$ cat src/rtl/alu_seq_pkg.sv
// alu_seq_pkg: shared op codes, FSM encoding, default sizes and instruction field offsets
package alu_seq_pkg;
    localparam int DEF_WIDTH = 16;
    localparam int DEF_NREGS = 8;
    localparam int DEF_AW    = 3;

    localparam logic [1:0] OP_ADD = 2'b00;
    localparam logic [1:0] OP_SUB = 2'b01;
    localparam logic [1:0] OP_AND = 2'b10;
    localparam logic [1:0] OP_OR  = 2'b11;

    // Field positions in units of AW: instr = {op, rd, rs1, rs2}
    localparam int RS2_POS = 0;
    localparam int RS1_POS = 1;
    localparam int RD_POS  = 2;
    localparam int OP_POS  = 3;

    typedef enum logic {ST_IDLE, ST_EXEC} state_t;
endpackage

$ cat src/rtl/alu_seq_ctrl_if.sv
// alu_seq_ctrl_if: instruction handshake, ALU bus, load/read ports and status of alu_seq_ctrl
//   master: surrounding logic (issues instructions, hosts the ALU, loads/inspects registers)
//   slave : alu_seq_ctrl
interface alu_seq_ctrl_if import alu_seq_pkg::*; #(
    parameter int WIDTH = DEF_WIDTH,
    parameter int AW    = DEF_AW
) ();
    logic              instr_valid;
    logic              instr_ready;
    logic [2+3*AW-1:0] instr;
    logic [1:0]        alu_op;
    logic [WIDTH-1:0]  alu_i0;
    logic [WIDTH-1:0]  alu_i1;
    logic [WIDTH-1:0]  alu_o;
    logic              alu_cout;
    logic              ld_valid;
    logic [AW-1:0]     ld_addr;
    logic [WIDTH-1:0]  ld_data;
    logic [AW-1:0]     rd_addr;
    logic [WIDTH-1:0]  rd_data;
    logic              carry_flag;
    logic              done;

    modport master (
        output instr_valid, instr, alu_o, alu_cout, ld_valid, ld_addr, ld_data, rd_addr,
        input  instr_ready, alu_op, alu_i0, alu_i1, rd_data, carry_flag, done
    );
    modport slave (
        input  instr_valid, instr, alu_o, alu_cout, ld_valid, ld_addr, ld_data, rd_addr,
        output instr_ready, alu_op, alu_i0, alu_i1, rd_data, carry_flag, done
    );
endinterface

$ cat src/rtl/alu_seq_regfile.sv
// alu_seq_regfile: NREGS x WIDTH register file, three combinational reads, load and writeback ports
//   clk, reset          : clock, async active-high reset (clears all registers)
//   ra0/ra1/ra2, rdata* : combinational read ports (operands and inspect)
//   ld_en/addr/data     : external load port
//   wb_en/addr/data     : writeback port, wins over a load to the same address
//   Macro ALU_SEQ_R0_ZERO_EN: register 0 reads as zero and ignores writes
module alu_seq_regfile import alu_seq_pkg::*; #(
    parameter int WIDTH = DEF_WIDTH,
    parameter int NREGS = DEF_NREGS,
    parameter int AW    = DEF_AW
) (
    input  logic             clk,
    input  logic             reset,
    input  logic [AW-1:0]    ra0,
    input  logic [AW-1:0]    ra1,
    input  logic [AW-1:0]    ra2,
    output logic [WIDTH-1:0] rdata0,
    output logic [WIDTH-1:0] rdata1,
    output logic [WIDTH-1:0] rdata2,
    input  logic             ld_en,
    input  logic [AW-1:0]    ld_addr,
    input  logic [WIDTH-1:0] ld_data,
    input  logic             wb_en,
    input  logic [AW-1:0]    wb_addr,
    input  logic [WIDTH-1:0] wb_data
);
`ifdef ALU_SEQ_R0_ZERO_EN
    localparam bit R0_ZERO = 1'b1;
`else
    localparam bit R0_ZERO = 1'b0;
`endif

    logic [WIDTH-1:0] rf [NREGS];

    assign rdata0 = (R0_ZERO && ra0 == '0) ? '0 : rf[ra0];
    assign rdata1 = (R0_ZERO && ra1 == '0) ? '0 : rf[ra1];
    assign rdata2 = (R0_ZERO && ra2 == '0) ? '0 : rf[ra2];

    // Writeback is assigned last so it overrides a same-address load
    always_ff @(posedge clk or posedge reset) begin
        if (reset) begin
            rf <= '{default: '0};
        end else begin
            if (ld_en && !(R0_ZERO && ld_addr == '0)) rf[ld_addr] <= ld_data;
            if (wb_en && !(R0_ZERO && wb_addr == '0)) rf[wb_addr] <= wb_data;
        end
    end
endmodule

$ cat src/rtl/alu_seq_ctrl.sv
// alu_seq_ctrl: two-state sequencer feeding a combinational ALU and writing its result back
//   clk, reset : clock, async active-high reset
//   bus        : alu_seq_ctrl_if.slave (instr handshake, ALU op/operands/result, load, read, carry_flag, done)
//   Macro ALU_SEQ_R0_ZERO_EN (handled in alu_seq_regfile): register 0 hardwired to zero
module alu_seq_ctrl import alu_seq_pkg::*; #(
    parameter int WIDTH = DEF_WIDTH,
    parameter int NREGS = DEF_NREGS,
    parameter int AW    = DEF_AW
) (
    input logic           clk,
    input logic           reset,
    alu_seq_ctrl_if.slave bus
);
    state_t           state, state_nx;
    logic             accept;
    logic [AW-1:0]    rd_q;
    logic [WIDTH-1:0] rs1_val, rs2_val;

    alu_seq_regfile #(.WIDTH(WIDTH), .NREGS(NREGS), .AW(AW)) u_rf (
        .clk     (clk),
        .reset   (reset),
        .ra0     (bus.instr[RS1_POS*AW +: AW]),
        .ra1     (bus.instr[RS2_POS*AW +: AW]),
        .ra2     (bus.rd_addr),
        .rdata0  (rs1_val),
        .rdata1  (rs2_val),
        .rdata2  (bus.rd_data),
        .ld_en   (bus.ld_valid),
        .ld_addr (bus.ld_addr),
        .ld_data (bus.ld_data),
        .wb_en   (state == ST_EXEC),
        .wb_addr (rd_q),
        .wb_data (bus.alu_o)
    );

    always_ff @(posedge clk or posedge reset) begin
        if (reset) state <= ST_IDLE;
        else       state <= state_nx;
    end

    // EXEC always lasts one cycle, so the next state is EXEC only on acceptance
    always_comb begin
        bus.instr_ready = (state == ST_IDLE);
        accept          = bus.instr_ready && bus.instr_valid;
        state_nx        = accept ? ST_EXEC : ST_IDLE;
    end

    always_ff @(posedge clk or posedge reset) begin
        if (reset) begin
            bus.alu_op     <= '0;
            bus.alu_i0     <= '0;
            bus.alu_i1     <= '0;
            bus.carry_flag <= 1'b0;
            bus.done       <= 1'b0;
            rd_q           <= '0;
        end else begin
            bus.done <= (state == ST_EXEC);
            if (state == ST_EXEC) bus.carry_flag <= bus.alu_cout;
            if (accept) begin
                bus.alu_op <= bus.instr[OP_POS*AW +: 2];
                bus.alu_i0 <= rs1_val;
                bus.alu_i1 <= rs2_val;
                rd_q       <= bus.instr[RD_POS*AW +: AW];
            end
        end
    end
endmodule

$ cat src/flat_wrapper.sv
// flat-port wrapper written by rule: the top's interface ports become plain ports
module alu_seq_ctrl_flat import alu_seq_pkg::*;
#(
    parameter int WIDTH = DEF_WIDTH,
    parameter int NREGS = DEF_NREGS,
    parameter int AW    = DEF_AW
)
  (clk, reset, bus_instr_valid, bus_instr, bus_alu_o, bus_alu_cout, bus_ld_valid, bus_ld_addr, bus_ld_data, bus_rd_addr, bus_instr_ready, bus_alu_op, bus_alu_i0, bus_alu_i1, bus_rd_data, bus_carry_flag, bus_done);
  alu_seq_ctrl_if #(.WIDTH(WIDTH), .AW(AW)) bus_i ();
  input logic clk;
  input logic reset;
  input wire logic [$bits(bus_i.instr_valid)-1:0] bus_instr_valid;
  input wire logic [$bits(bus_i.instr)-1:0] bus_instr;
  input wire logic [$bits(bus_i.alu_o)-1:0] bus_alu_o;
  input wire logic [$bits(bus_i.alu_cout)-1:0] bus_alu_cout;
  input wire logic [$bits(bus_i.ld_valid)-1:0] bus_ld_valid;
  input wire logic [$bits(bus_i.ld_addr)-1:0] bus_ld_addr;
  input wire logic [$bits(bus_i.ld_data)-1:0] bus_ld_data;
  input wire logic [$bits(bus_i.rd_addr)-1:0] bus_rd_addr;
  output wire logic [$bits(bus_i.instr_ready)-1:0] bus_instr_ready;
  output wire logic [$bits(bus_i.alu_op)-1:0] bus_alu_op;
  output wire logic [$bits(bus_i.alu_i0)-1:0] bus_alu_i0;
  output wire logic [$bits(bus_i.alu_i1)-1:0] bus_alu_i1;
  output wire logic [$bits(bus_i.rd_data)-1:0] bus_rd_data;
  output wire logic [$bits(bus_i.carry_flag)-1:0] bus_carry_flag;
  output wire logic [$bits(bus_i.done)-1:0] bus_done;
  assign bus_i.instr_valid = bus_instr_valid;
  assign bus_i.instr = bus_instr;
  assign bus_i.alu_o = bus_alu_o;
  assign bus_i.alu_cout = bus_alu_cout;
  assign bus_i.ld_valid = bus_ld_valid;
  assign bus_i.ld_addr = bus_ld_addr;
  assign bus_i.ld_data = bus_ld_data;
  assign bus_i.rd_addr = bus_rd_addr;
  assign bus_instr_ready = bus_i.instr_ready;
  assign bus_alu_op = bus_i.alu_op;
  assign bus_alu_i0 = bus_i.alu_i0;
  assign bus_alu_i1 = bus_i.alu_i1;
  assign bus_rd_data = bus_i.rd_data;
  assign bus_carry_flag = bus_i.carry_flag;
  assign bus_done = bus_i.done;
  alu_seq_ctrl #(.WIDTH(WIDTH), .NREGS(NREGS), .AW(AW)) u_core (.clk(clk), .reset(reset), .bus(bus_i));
endmodule
$ cat config.mk
export PLATFORM = sky130hd
export DESIGN_NAME = alu_seq_ctrl_flat
export DESIGN_NICKNAME = d
export VERILOG_FILES = /design/src/rtl/alu_seq_pkg.sv /design/src/rtl/alu_seq_ctrl_if.sv /design/src/rtl/alu_seq_regfile.sv /design/src/rtl/alu_seq_ctrl.sv /design/src/flat_wrapper.sv
export SDC_FILE = /design/constraint.sdc
export NUM_CORES = 1
export LEC_CHECK = 0
export BUFFER_PORTS_ARGS = -buffer_cell sky130_fd_sc_hd__buf_2
export CORE_AREA = 2 2 174 176
export CTS_BUF_LIST = sky130_fd_sc_hd__clkbuf_8
export CTS_CLUSTER_DIAMETER = 150
export CTS_CLUSTER_SIZE = 10
export DETAILED_ROUTE_END_ITERATION = 8
export DIE_AREA = 0 0 176 178
export GPL_TIMING_DRIVEN = 1
export PLACE_DENSITY = 0.57
export SYNTH_ARGS = -nofsm -noshare
export SYNTH_HDL_FRONTEND = slang
export SYNTH_SLANG_ARGS = --single-unit
$ cat constraint.sdc
create_clock -name clk -period 10.5 [get_ports clk]
set_input_delay 2.1 -clock clk [delete_from_list [all_inputs] [get_ports clk]]
set_output_delay 2.1 -clock clk [all_outputs]
set_load 0.005 [all_outputs]
==> impl_metrics.yaml <==
run_status:
  run_status: "finished clean"
worst_hold_path:
  worstHoldPathCells: 2
  worstHoldEndpoint: "u_core.bus.alu_i0[15]"
  hold_crit_start: "u_core.bus.alu_i0[15]"
  holdCritPathClass: "reg -> reg"
global_route:
  track_usage: 0.223
  grt_max_degree: 71
  grt_pass1_vias: 7952
  grt_overflow: 0
  grt_antenna_before_repair: 3
  global_route_wire_length_before_repair_um: 52000
synth:
  synth_top_flop_cell: "sky130_fd_sc_hd__dfrtp_1"
  synth_top_cells_by_area: "sky130_fd_sc_hd__dfrtp_1 (39%), sky130_fd_sc_hd__mux2i_1 (18%), sky130_fd_sc_hd__mux2_2 (9.0%)"
  syn_avg_cell_area_um2: 10.7
  main_combinational_cell_family_by_area_after_synthesis: "multiplexers"
  synth_compound_gate_area_share: 0.127
  yosysWarningCount: 0
  synth.lib_cells_used.distinct: 29
  muxShareOfSynthArea: 0.345
  syn_inst: 1009
  ys_seq_area_frac: 0.391
  netlist.area_leader.share: 0.391
  synth_enable_flop_cells: 0
  mappedNetlistNets: 1063
  synth_simple_gate_area_share: 0.0766
  synth-seq-cells: 168
  yosys.area_share.xor_xnor: 0
  synth_fa_ha_area_frac: 0
  async_reset_ff_frac: 1.00
  mappedNetlistArea_um2: 10700
  synth_area_leader_cell: "sky130_fd_sc_hd__dfrtp_1"
floorplanning:
  initial_utilization: 0.366
  design.core.area_um2: 29400
  die_area_um2: 31300
  die_h_um: 178
  num_ports: 107
  die_x_um: 176
  core.rowCount: 63
critical_path:
  timing.critical_path.buf_inv: 2
  sequence_of_cells_on_the_critical_path: "buf_2, mux4_1, mux2_2, buf_2"
  worstSetupPathType: "in -> out"
  critical_path_arrival_ps: 4030
  timing.reg2reg.worst_path_depth: 3
  worst_ep_required_time_ps: 8400
  crit_top_cell: "sky130_fd_sc_hd__buf_2"
  largest_fanout_on_the_critical_path: 32
  timing.critical_path.to_type: "output port"
  critPathLaunchType: "input port"
  crit_path_start: "bus_rd_addr[0]"
  r2r_slack_ps: 8510
  reg2reg_from: "u_core.state"
  timing.critical_path.slowest_stage_cell: "sky130_fd_sc_hd__buf_2"
  crit_family: "multiplexers"
  max_stage_delay_ps: 790
  reg2reg_to: "u_core.rd_q[1]"
clock_tree:
  cts_buffers: 17
  clkSlewWorstSetupHoldPaths_ps: 100
  postCtsHoldBufs: 0
  cts_setup_buffers: 0
  worstSkewPairLatency_ps: 460
  cts_root_buf: "sky130_fd_sc_hd__clkbuf_8"
  cts-root-to-sink-buffers: 2
  clock_tree_from_tritoncts: "built"
  cts_max_level: 4
  ctsResizeCount: 0
  tritoncts_num_sinks: 168
pwr:
  p_sw_w: 0.000859
  power.share.switching: 0.364
  power.sequential.fraction: 0.473
  logic_gate_share_of_total_power: 0.331
  ir_drop_v: 0.0000764
  cell_internal_power_w: 0.00150
  power_per_cell_area_nw_per_um2: 202
  static-leakage-power_nw: 5.22
  clock_power_share: 0.195
timing:
  timing.setup.tns_ps: 0
  clock_skew_ps: 13.3
  post-route-period-util: 0.584
  worstMarginPinSlew_ps: 1110
  fin_crit_ps: 6130
  setup_viol_count_final: 0
  final-hold-violation-count: 0
  slew_viol_final: 0
  worst_rel_slew_slack: 0.257
  clock.fmax_ghz: 0.163
  setup_repair_after_global_routing_missed_its_margin: "no"
  hold_ws_ps: 478
cells_and_area:
  antenna_fix_cells: 0
  layout-area-overhead-vs-synth_pct: 8.68
  finalNetCount: 1091
  post_route_cells_drive_above_1_share: 0.248
  nFillCells: 2863
placed_design:
  port_buffers: 106
  finalWeightedCongestion: 0.805
  hpwl_um: 21000
routing:
  routed-via-count: 8232
  routed_wire_length_per_instance_um: 24.0
  drt_first_pass_iters: 5
  postRouteAntennaNets: 0
  drt_drc_violations_left: 0
  wirelength_um: 34600
  first_iter_violations: 629
  viasPerCell: 5.72
job:
  maxCapViolations: 0
-- power by group through the flow --
stage	logic [W]	clock network, W	registers [W]
after floorplan	0.000595	0	0.00102
after global placement	0.000758	0	0.00112
after detailed placement	0.000780	0	0.00112
after CTS	0.000783	0.000471	0.00111
after global routing	0.000866	0.000491	0.00115
final	0.000781	0.000461	0.00112
-- synthesized netlist by cell type (10+ instances only) --
cell / number
sky130_fd_sc_hd__buf_6: 10
sky130_fd_sc_hd__buf_2: 24
sky130_fd_sc_hd__dfrtp_1: 168
sky130_fd_sc_hd__a21oi_1: 64
sky130_fd_sc_hd__o31ai_1: 32
sky130_fd_sc_hd__a22o_1: 32
sky130_fd_sc_hd__clkbuf_2: 10
sky130_fd_sc_hd__o22ai_1: 32
sky130_fd_sc_hd__o21ai_0: 55
sky130_fd_sc_hd__buf_4: 16
sky130_fd_sc_hd__clkbuf_1: 57
sky130_fd_sc_hd__mux2i_1: 192
sky130_fd_sc_hd__nand2_1: 98
sky130_fd_sc_hd__mux2_2: 86
sky130_fd_sc_hd__mux4_1: 25
sky130_fd_sc_hd__nor2_1: 66
-- sequential cells by signal (all words and copies together), names as in the netlist --
signal,count
u_core.bus.carry_flag,1
u_core.state,1
u_core.rd_q,3
u_core.bus.alu_op,2
u_core.bus.alu_i0,16
u_core.u_rf.rf,128
u_core.bus.done,1
u_core.bus.alu_i1,16
-- how the worst max path moves through the flow --
stage,endpoint,cells past startpoint
floorplan,u_core.bus.alu_i0[0],1
global placement,bus_rd_data[12],4
detailed placement,bus_rd_data[12],4
CTS,bus_rd_data[12],4
global route,bus_rd_data[13],4
finish,bus_rd_data[14],4
-- metrics by stage --
step	std cells	setup slack, ps	total power, W	utilization	cell area [um^2]
5_1_grt	1439	4320	0.00250	0.397	11700
3_3_place_gp	1408	4450	0.00188	0.385	11300
2_1_floorplan	1009	3850	0.00162	-	10700
4_1_cts	1439	4380	0.00236	0.397	11700
6_report	1439	4370	0.00236	0.397	11700
3_5_place_dp	1408	4350	0.00190	0.385	11300
-- cell usage in the layout (no fill, tap or decap) --
cell,count
sky130_fd_sc_hd__and4bb_2,4
sky130_fd_sc_hd__clkinvlp_4,4
sky130_fd_sc_hd__o21ai_1,9
sky130_fd_sc_hd__buf_4,22
sky130_fd_sc_hd__and4bb_1,2
sky130_fd_sc_hd__o22ai_1,32
sky130_fd_sc_hd__a22o_1,32
sky130_fd_sc_hd__clkinv_4,1
sky130_fd_sc_hd__nor2_1,66
sky130_fd_sc_hd__buf_2,106
sky130_fd_sc_hd__a21oi_1,64
sky130_fd_sc_hd__mux2_2,86
sky130_fd_sc_hd__nor4b_4,2
sky130_fd_sc_hd__o31ai_1,32
sky130_fd_sc_hd__nor2b_1,2
sky130_fd_sc_hd__nand4_1,1
sky130_fd_sc_hd__inv_1,3
sky130_fd_sc_hd__mux4_2,7
sky130_fd_sc_hd__mux4_1,25
sky130_fd_sc_hd__dfrtp_1,168
sky130_fd_sc_hd__nand2b_1,2
sky130_fd_sc_hd__nand4b_1,6
sky130_fd_sc_hd__nand4_2,1
sky130_fd_sc_hd__inv_6,6
sky130_fd_sc_hd__o21ai_0,55
sky130_fd_sc_hd__bufinv_16,1
sky130_fd_sc_hd__clkbuf_8,18
sky130_fd_sc_hd__clkinv_2,1
sky130_fd_sc_hd__mux2i_1,192
sky130_fd_sc_hd__nand2b_2,1
sky130_fd_sc_hd__nand2_1,98
-- metal layers --
metal  track usage  share of wire  wire length [um]  vias up
li1              -              -                 -     3760
met1         0.317           0.46             15800     4112
met2         0.344           0.46             15800      315
met3        0.0477          0.068              2360       41
met4        0.0620          0.017               575        4
met5             0        0.00067                23        -
-- worst min-delay path, delay by kind of cell, from the launching register on --
kind / cells / cell delay [ps]
simple gates: 1 / 50
compound gates: 1 / 50
flops: 1 / 350
-- logic make-up (layout without fill, tap and decap cells) --
| family | Yosys count | count (layout) |
|---|---|---|
| DFF | 168 | 168 |
| AOI/OAI and AO/OA | 224 | 224 |
| muxes | 310 | 310 |
| and+or+nand+nor | 185 | 185 |
| buffers and inverters | 122 | 162 |
-- area by class of cell --
cell class | count | area (um^2) | share of cell area
clock buffer | 18 | 248 | 0.0212
sequential | 168 | 4200 | 0.360
tap | 390 | 488 | 0.0418
timing repair buffer | 128 | 696 | 0.0595
inverter | 3 | 16.3 | 0.00139
multi-input combinational | 719 | 5910 | 0.506
clock inverter | 13 | 121 | 0.0104
(Power assumes the default switching activity.)
